## src/rtl/axil_bridge_pkg.sv

```systemverilog
// axil_bridge_pkg: shared types and the address decode helper for the AXI4-Lite to native bridge.
package axil_bridge_pkg;
   typedef enum logic [1:0] {RESP_OKAY = 2'b00, RESP_SLVERR = 2'b10} resp_t;
   typedef enum logic [1:0] {IDLE, WR_RESP, RD_WAIT, RD_RESP} state_t;
   typedef enum logic {GRANT_READ, GRANT_WRITE} grant_t;
   typedef struct packed {
      logic        err;
      logic [63:0] word;
   } dec_t;
   // Byte address to native word address; misaligned or out-of-window addresses flag err.
   function automatic dec_t addr_decode(logic [63:0] addr, int nat_w);
      dec_t d;
      d.err  = (addr[2:0] != 3'd0) || ((addr >> (nat_w + 3)) != 64'd0);
      d.word = (addr >> 3) & ((64'd1 << nat_w) - 64'd1);
      return d;
   endfunction
endpackage

```

## src/rtl/axil_native_bridge.sv

```systemverilog
// axil_native_bridge: AXI4-Lite subordinate driving a single-beat native register port.
// Ports: clk, rst (async, active-high); AXI AW/W/B/AR/R channels (s_*);
// native initiator nat_en/nat_we/nat_addr/nat_wdata and nat_rdata returned RD_LATENCY cycles after issue.
module axil_native_bridge
   import axil_bridge_pkg::*;
#(
   parameter int AXI_ADDR_W = 32,
   parameter int DATA_W     = 64,
   parameter int NAT_ADDR_W = 16,
   parameter int RD_LATENCY = 1
) (
   input  logic                  clk,
   input  logic                  rst,
   input  logic [AXI_ADDR_W-1:0] s_awaddr,
   input  logic                  s_awvalid,
   output logic                  s_awready,
   input  logic [DATA_W-1:0]     s_wdata,
   input  logic [DATA_W/8-1:0]   s_wstrb,
   input  logic                  s_wvalid,
   output logic                  s_wready,
   output logic [1:0]            s_bresp,
   output logic                  s_bvalid,
   input  logic                  s_bready,
   input  logic [AXI_ADDR_W-1:0] s_araddr,
   input  logic                  s_arvalid,
   output logic                  s_arready,
   output logic [DATA_W-1:0]     s_rdata,
   output logic [1:0]            s_rresp,
   output logic                  s_rvalid,
   input  logic                  s_rready,
   output logic                  nat_en,
   output logic                  nat_we,
   output logic [NAT_ADDR_W-1:0] nat_addr,
   output logic [DATA_W-1:0]     nat_wdata,
   input  logic [DATA_W-1:0]     nat_rdata
);
   state_t                state_q, state_d;
   grant_t                last_grant_q, last_grant_d;
   logic                  aw_held_q, aw_held_d, w_held_q, w_held_d;
   logic [AXI_ADDR_W-1:0] aw_addr_q, aw_addr_d;
   logic [DATA_W-1:0]     w_data_q, w_data_d;
   logic [DATA_W/8-1:0]   w_strb_q, w_strb_d;
   logic                  nat_en_q, nat_en_d, nat_we_q, nat_we_d;
   logic [NAT_ADDR_W-1:0] nat_addr_q, nat_addr_d;
   logic [DATA_W-1:0]     nat_wdata_q, nat_wdata_d;
   resp_t                 bresp_q, bresp_d, rresp_q, rresp_d;
   logic [DATA_W-1:0]     rdata_q, rdata_d;
   logic [2:0]            cnt_q, cnt_d;
   logic                  idle, wr_rdy, rd_gnt, wr_gnt, wr_ok;
   dec_t                  wr_dec, rd_dec;

   // Readies are held low while rst is asserted, not just after it releases.
   assign idle      = (state_q == IDLE) && !rst;
   assign wr_rdy    = aw_held_q && w_held_q;
   // On a write/read conflict the side that did not win last conflict goes first.
   assign rd_gnt    = idle && s_arvalid && (!wr_rdy || last_grant_q == GRANT_WRITE);
   assign wr_gnt    = idle && wr_rdy && !rd_gnt;
   assign wr_dec    = addr_decode(64'(aw_addr_q), NAT_ADDR_W);
   assign rd_dec    = addr_decode(64'(s_araddr), NAT_ADDR_W);
   // Partial strobes cannot be expressed on the native port, so they are rejected.
   assign wr_ok     = !wr_dec.err && (&w_strb_q);
   assign s_awready = idle && !aw_held_q;
   assign s_wready  = idle && !w_held_q;
   assign s_arready = rd_gnt;
   assign s_bvalid  = state_q == WR_RESP;
   assign s_rvalid  = state_q == RD_RESP;
   assign s_bresp   = bresp_q;
   assign s_rresp   = rresp_q;
   assign s_rdata   = rdata_q;
   assign nat_en    = nat_en_q;
   assign nat_we    = nat_we_q;
   assign nat_addr  = nat_addr_q;
   assign nat_wdata = nat_wdata_q;

   always_comb begin
      state_d      = state_q;
      last_grant_d = last_grant_q;
      aw_held_d    = aw_held_q;
      w_held_d     = w_held_q;
      aw_addr_d    = aw_addr_q;
      w_data_d     = w_data_q;
      w_strb_d     = w_strb_q;
      nat_en_d     = 1'b0;
      nat_we_d     = 1'b0;
      nat_addr_d   = nat_addr_q;
      nat_wdata_d  = nat_wdata_q;
      bresp_d      = bresp_q;
      rresp_d      = rresp_q;
      rdata_d      = rdata_q;
      cnt_d        = cnt_q;
      case (state_q)
         IDLE: begin
            if (s_awvalid && s_awready) begin
               aw_held_d = 1'b1;
               aw_addr_d = s_awaddr;
            end
            if (s_wvalid && s_wready) begin
               w_held_d = 1'b1;
               w_data_d = s_wdata;
               w_strb_d = s_wstrb;
            end
            if (idle && wr_rdy && s_arvalid) last_grant_d = rd_gnt ? GRANT_READ : GRANT_WRITE;
            if (wr_gnt) begin
               aw_held_d = 1'b0;
               w_held_d  = 1'b0;
               nat_en_d  = wr_ok;
               nat_we_d  = wr_ok;
               if (wr_ok) begin
                  nat_addr_d  = NAT_ADDR_W'(wr_dec.word);
                  nat_wdata_d = w_data_q;
               end
               bresp_d = wr_ok ? RESP_OKAY : RESP_SLVERR;
               state_d = WR_RESP;
            end else if (rd_gnt) begin
               cnt_d = 3'd0;
               if (rd_dec.err) begin
                  rdata_d = '0;
                  rresp_d = RESP_SLVERR;
                  state_d = RD_RESP;
               end else begin
                  nat_en_d   = 1'b1;
                  nat_addr_d = NAT_ADDR_W'(rd_dec.word);
                  state_d    = RD_WAIT;
               end
            end
         end
         WR_RESP: state_d = s_bready ? IDLE : WR_RESP;
         RD_WAIT: begin
            // cnt_q reaches RD_LATENCY in the cycle nat_rdata is valid.
            cnt_d = cnt_q + 3'd1;
            if (cnt_q == 3'(RD_LATENCY)) begin
               rdata_d = nat_rdata;
               rresp_d = RESP_OKAY;
               state_d = RD_RESP;
            end
         end
         RD_RESP: state_d = s_rready ? IDLE : RD_RESP;
         default: state_d = IDLE;
      endcase
   end

   always_ff @(posedge clk or posedge rst) begin
      if (rst) begin
         state_q      <= IDLE;
         last_grant_q <= GRANT_READ;
         aw_held_q    <= 1'b0;
         w_held_q     <= 1'b0;
         aw_addr_q    <= '0;
         w_data_q     <= '0;
         w_strb_q     <= '0;
         nat_en_q     <= 1'b0;
         nat_we_q     <= 1'b0;
         nat_addr_q   <= '0;
         nat_wdata_q  <= '0;
         bresp_q      <= RESP_OKAY;
         rresp_q      <= RESP_OKAY;
         rdata_q      <= '0;
         cnt_q        <= '0;
      end else begin
         state_q      <= state_d;
         last_grant_q <= last_grant_d;
         aw_held_q    <= aw_held_d;
         w_held_q     <= w_held_d;
         aw_addr_q    <= aw_addr_d;
         w_data_q     <= w_data_d;
         w_strb_q     <= w_strb_d;
         nat_en_q     <= nat_en_d;
         nat_we_q     <= nat_we_d;
         nat_addr_q   <= nat_addr_d;
         nat_wdata_q  <= nat_wdata_d;
         bresp_q      <= bresp_d;
         rresp_q      <= rresp_d;
         rdata_q      <= rdata_d;
         cnt_q        <= cnt_d;
      end
   end
endmodule

```

## config.mk

```make
export PLATFORM = sky130hd
export DESIGN_NAME = axil_native_bridge
export DESIGN_NICKNAME = d
export VERILOG_FILES = /design/src/rtl/axil_bridge_pkg.sv /design/src/rtl/axil_native_bridge.sv
export SDC_FILE = /design/constraint.sdc
export NUM_CORES = 1
export LEC_CHECK = 0
export ABC_AREA = 1
export CAP_MARGIN = 20
export CORE_MARGIN = 2
export CORE_UTILIZATION = 41
export DETAILED_ROUTE_END_ITERATION = 8
export MAX_ROUTING_LAYER = met4
export PLACE_DENSITY = 0.73
export SYNTH_ARGS = -nofsm -noshare
export SYNTH_HDL_FRONTEND = slang
export SYNTH_SLANG_ARGS = --single-unit
```

## constraint.sdc

```tcl
create_clock -name clk -period 16.34 [get_ports clk]
set_input_delay 4.902 -clock clk [delete_from_list [all_inputs] [get_ports clk]]
set_output_delay 4.902 -clock clk [all_outputs]
set_load 0.005 [all_outputs]
```

==> results.txt <==
Max Clk Rate: 0.0848 GHz
Synth Area per Inst: 10.3 sq um
met2 GRT Util: 0.360
CP endpoint kind: output port
CP dominant cell by count: clkdlybuf4s50_1
DR vias/cell: 4.85
Synth Area in Adders: 0.00237
max incr delay on CP: 570 ps
Total Power: 2.05 mW
CTS Sinks: 260
post-synthesis compound-gate area fraction: 0.0109
HPWL Detailed: 19500 um
post-synthesis xor/xnor area fraction: 0
Routed WL per cell: 16.8 um
Final Max Slew Viols: 0
CTS Buf Count: 28
initial antenna violation count: 1
Area Growth Syn to Fin: 43.9%
# setup viols final: 0
Mapped Area: 10600 sq um
fin area: 15200 sq um
met1 GRT Util: 0.249
Rows: 58
Synth Register Bits: 260
Synth async-reset ratio: 1.00
Port-buffer cells: 359
CTS tree: done
Post-Synth Simple-Gate Area: 0.228
Startpoint Class: input pin
arrival time at the worst endpoint: 6890 ps
Core Region: 25300 sq um
final wirelength: 29000 um
antenna viol nets, final: 0
io pins: 362
grt ovf: 0
Die Height: 164 um
Seq/Total Area, Yosys: 0.616
Area contributors post-synth: dfrtp_1 62%, nand2_1 15%, mux2_2 8.0%
worst-path fanout max: 20
first-pass GRT wire length: 44300 um
# Post-CTS Setup Buffers: 0
Setup Total Neg Slack: 0 ps
TritonRoute pass-1 iters: 4
Worst Hold Class: flip-flop to flip-flop
main combinational cell family by area after synthesis: simple AND/OR/NAND/NOR gates
crit path time final: 11790 ps
Slowest-stage cell, CP: clkdlybuf4s50_1
outcome: complete, no violations
area of placed instances: 14300 sq um
Final Hold Fails: 0
Rel. slew slack: 0.331
Ys Warns: 0
gr busiest metal: met2
top cell type's share of synthesized area: 0.616
Setup Skew: 10.2 ps
Synth cell types: 31
met3 GRT Util: 0.0633
cts repair resizes: 0
Leak: 7.31 nW
chip width: 164 um
largest net degree at the start of global routing: 177
final worst-path cycle share: 0.721
CTS root buf: clkbuf_16
Min Hold Slack: 460 ps
routed via count: 8340
fraction of layout cells with a size suffix above 1: 0.105
number of enable flip-flop cells after synthesis: 0
CTS Hold Bufs: 0
Gate Count Post-Synth: 1029
total die area: 27100 sq um
NumNets Final: 1577
global placer's final weighted congestion: 0.861
Top FF cell, synth: dfrtp_1
Residual DRC: 0
RSZ-0062 raised after global routing: no
top-count cell post-synth: nand2_1
H-tree depth: 1
crit-path cells: clkdlybuf4s50_1 > clkinvlp_4 > nand2_1 > nor2_2 > clkdlybuf4s50_1
Setup CP Type: input pin to output port
gr usage total: 0.213
Slew @ Worst Pin: 1000 ps
vias in the first global route: 8445
pwr dens: 135 nW/um^2
CTS clk-pin slew, worst paths: 60 ps
Max Cap Violations: 0
mux contribution to synthesized area: 0.100
initial cell density of the core: 0.418
DRT iter0 DRCs: 596
post-synth top area cell: dfrtp_1
critical path required time: 11440 ps
most common library cells after synthesis: 429 x nand2_1, 260 x dfrtp_1, 75 x mux2_2, 66 x nand4_1, 39 x nor2_1
final core utilization: 0.602
Worst-Skew Late Latency: 530 ps
Max Root-Sink Buffers: 3
VDD IR max: 103 uV
-- state kept, by name, summed over array words and instances, names as in the netlist --
| name | count |
|---|---|
| state_q | 2 |
| w_strb_q | 8 |
| s_bresp | 1 |
| aw_addr_q | 32 |
| nat_we | 1 |
| aw_held_q | 1 |
| nat_en | 1 |
| w_data_q | 64 |
| nat_wdata | 64 |
| last_grant_q | 1 |
| nat_addr | 16 |
| cnt_q | 3 |
| s_rresp | 1 |
| s_rdata | 64 |
| w_held_q | 1 |
-- cell type report --
cell class / instances / area (sq um)
antenna: 3 / 7.51
fill: 2121 / 10100
clock inverter: 7 / 63.8
clock buffer: 41 / 811
multi-input combinational: 688 / 3630
sequential: 260 / 6510
tap: 330 / 413
timing repair buffer: 369 / 3680
inverter: 21 / 82.6
-- worst paths after layout --
path,from,to,slack (ps),depth (start not counted)
setup / recovery,rst,s_wready,4550,5
hold / removal,w_data_q[42],nat_wdata[42],460,2
setup reg to reg,state_q[0],nat_addr[10],13370,10
hold reg to reg,w_data_q[42],nat_wdata[42],460,2
max in group asynchronous,rst,w_data_q[43],9460,4
min in group asynchronous,rst,last_grant_q,4860,2
-- worst max-delay path, delay by kind of cell --
kind,cells,cell delay [ps]
buffers and inverters,3,1520
and+or+nand+nor,2,450
-- routing by layer --
layer | wire length (um) | vias to the layer above
met5 | 0 | -
met4 | 705 | 0
met3 | 2600 | 46
met2 | 14300 | 289
met1 | 11400 | 3980
li1 | - | 4025
-- placed cells by master (no fill, tap or decap) --
| cell | count |
|---|---|
| nand2_1 | 429 |
| clkdlybuf4s50_1 | 359 |
| dfrtp_1 | 259 |
| mux2_2 | 75 |
| nand4_1 | 66 |
| nor2_1 | 38 |
| clkbuf_16 | 29 |
| nand3_1 | 20 |
| mux2_1 | 19 |
| inv_1 | 17 |
| a21oi_1 | 15 |
| buf_4 | 9 |
| clkbuf_1 | 8 |
| clkinv_2 | 5 |
| nor2_2 | 4 |
| clkbuf_8 | 4 |
| diode_2 | 3 |
| nand2_2 | 3 |
| nand3_4 | 2 |
| nor2_4 | 2 |
| inv_2 | 2 |
| o21ai_0 | 2 |
| ha_1 | 2 |
| conb_1 | 2 |
| nor2_8 | 1 |
| clkinvlp_4 | 1 |
| nand3_2 | 1 |
| clkinv_1 | 1 |
| and2_1 | 1 |
| o21ai_2 | 1 |
| o31ai_1 | 1 |
| nand4_2 | 1 |
| nand2_4 | 1 |
| a21boi_0 | 1 |
| o22ai_1 | 1 |
| clkinv_4 | 1 |
| bufinv_16 | 1 |
| buf_12 | 1 |
| dfrtp_2 | 1 |
-- logic make-up after synthesis --
| logic type | Yosys count |
|---|---|
| muxes | 94 |
| AOI/OAI and AO/OA | 21 |
| other | 1 |
| DFF | 260 |
| and+or+nand+nor | 569 |
| buffers and inverters | 82 |
| adders and majority gates | 2 |
-- power breakdown --
group	switching [mW]	total, mW	internal [mW]
combinational	0.276	0.540	0.264
sequential	0.0902	0.908	0.818
clock	0.248	0.605	0.356
total	0.615	2.05	1.44
-- through the flow --
stage               cells  setup slack (ps)
finish               1719              4550
global route         1717              4330
CTS                  1716              4450
detailed placement   1668              4450
global placement     1668              4520
floorplan            1030              1980
Power figures use the tool's default switching activity.
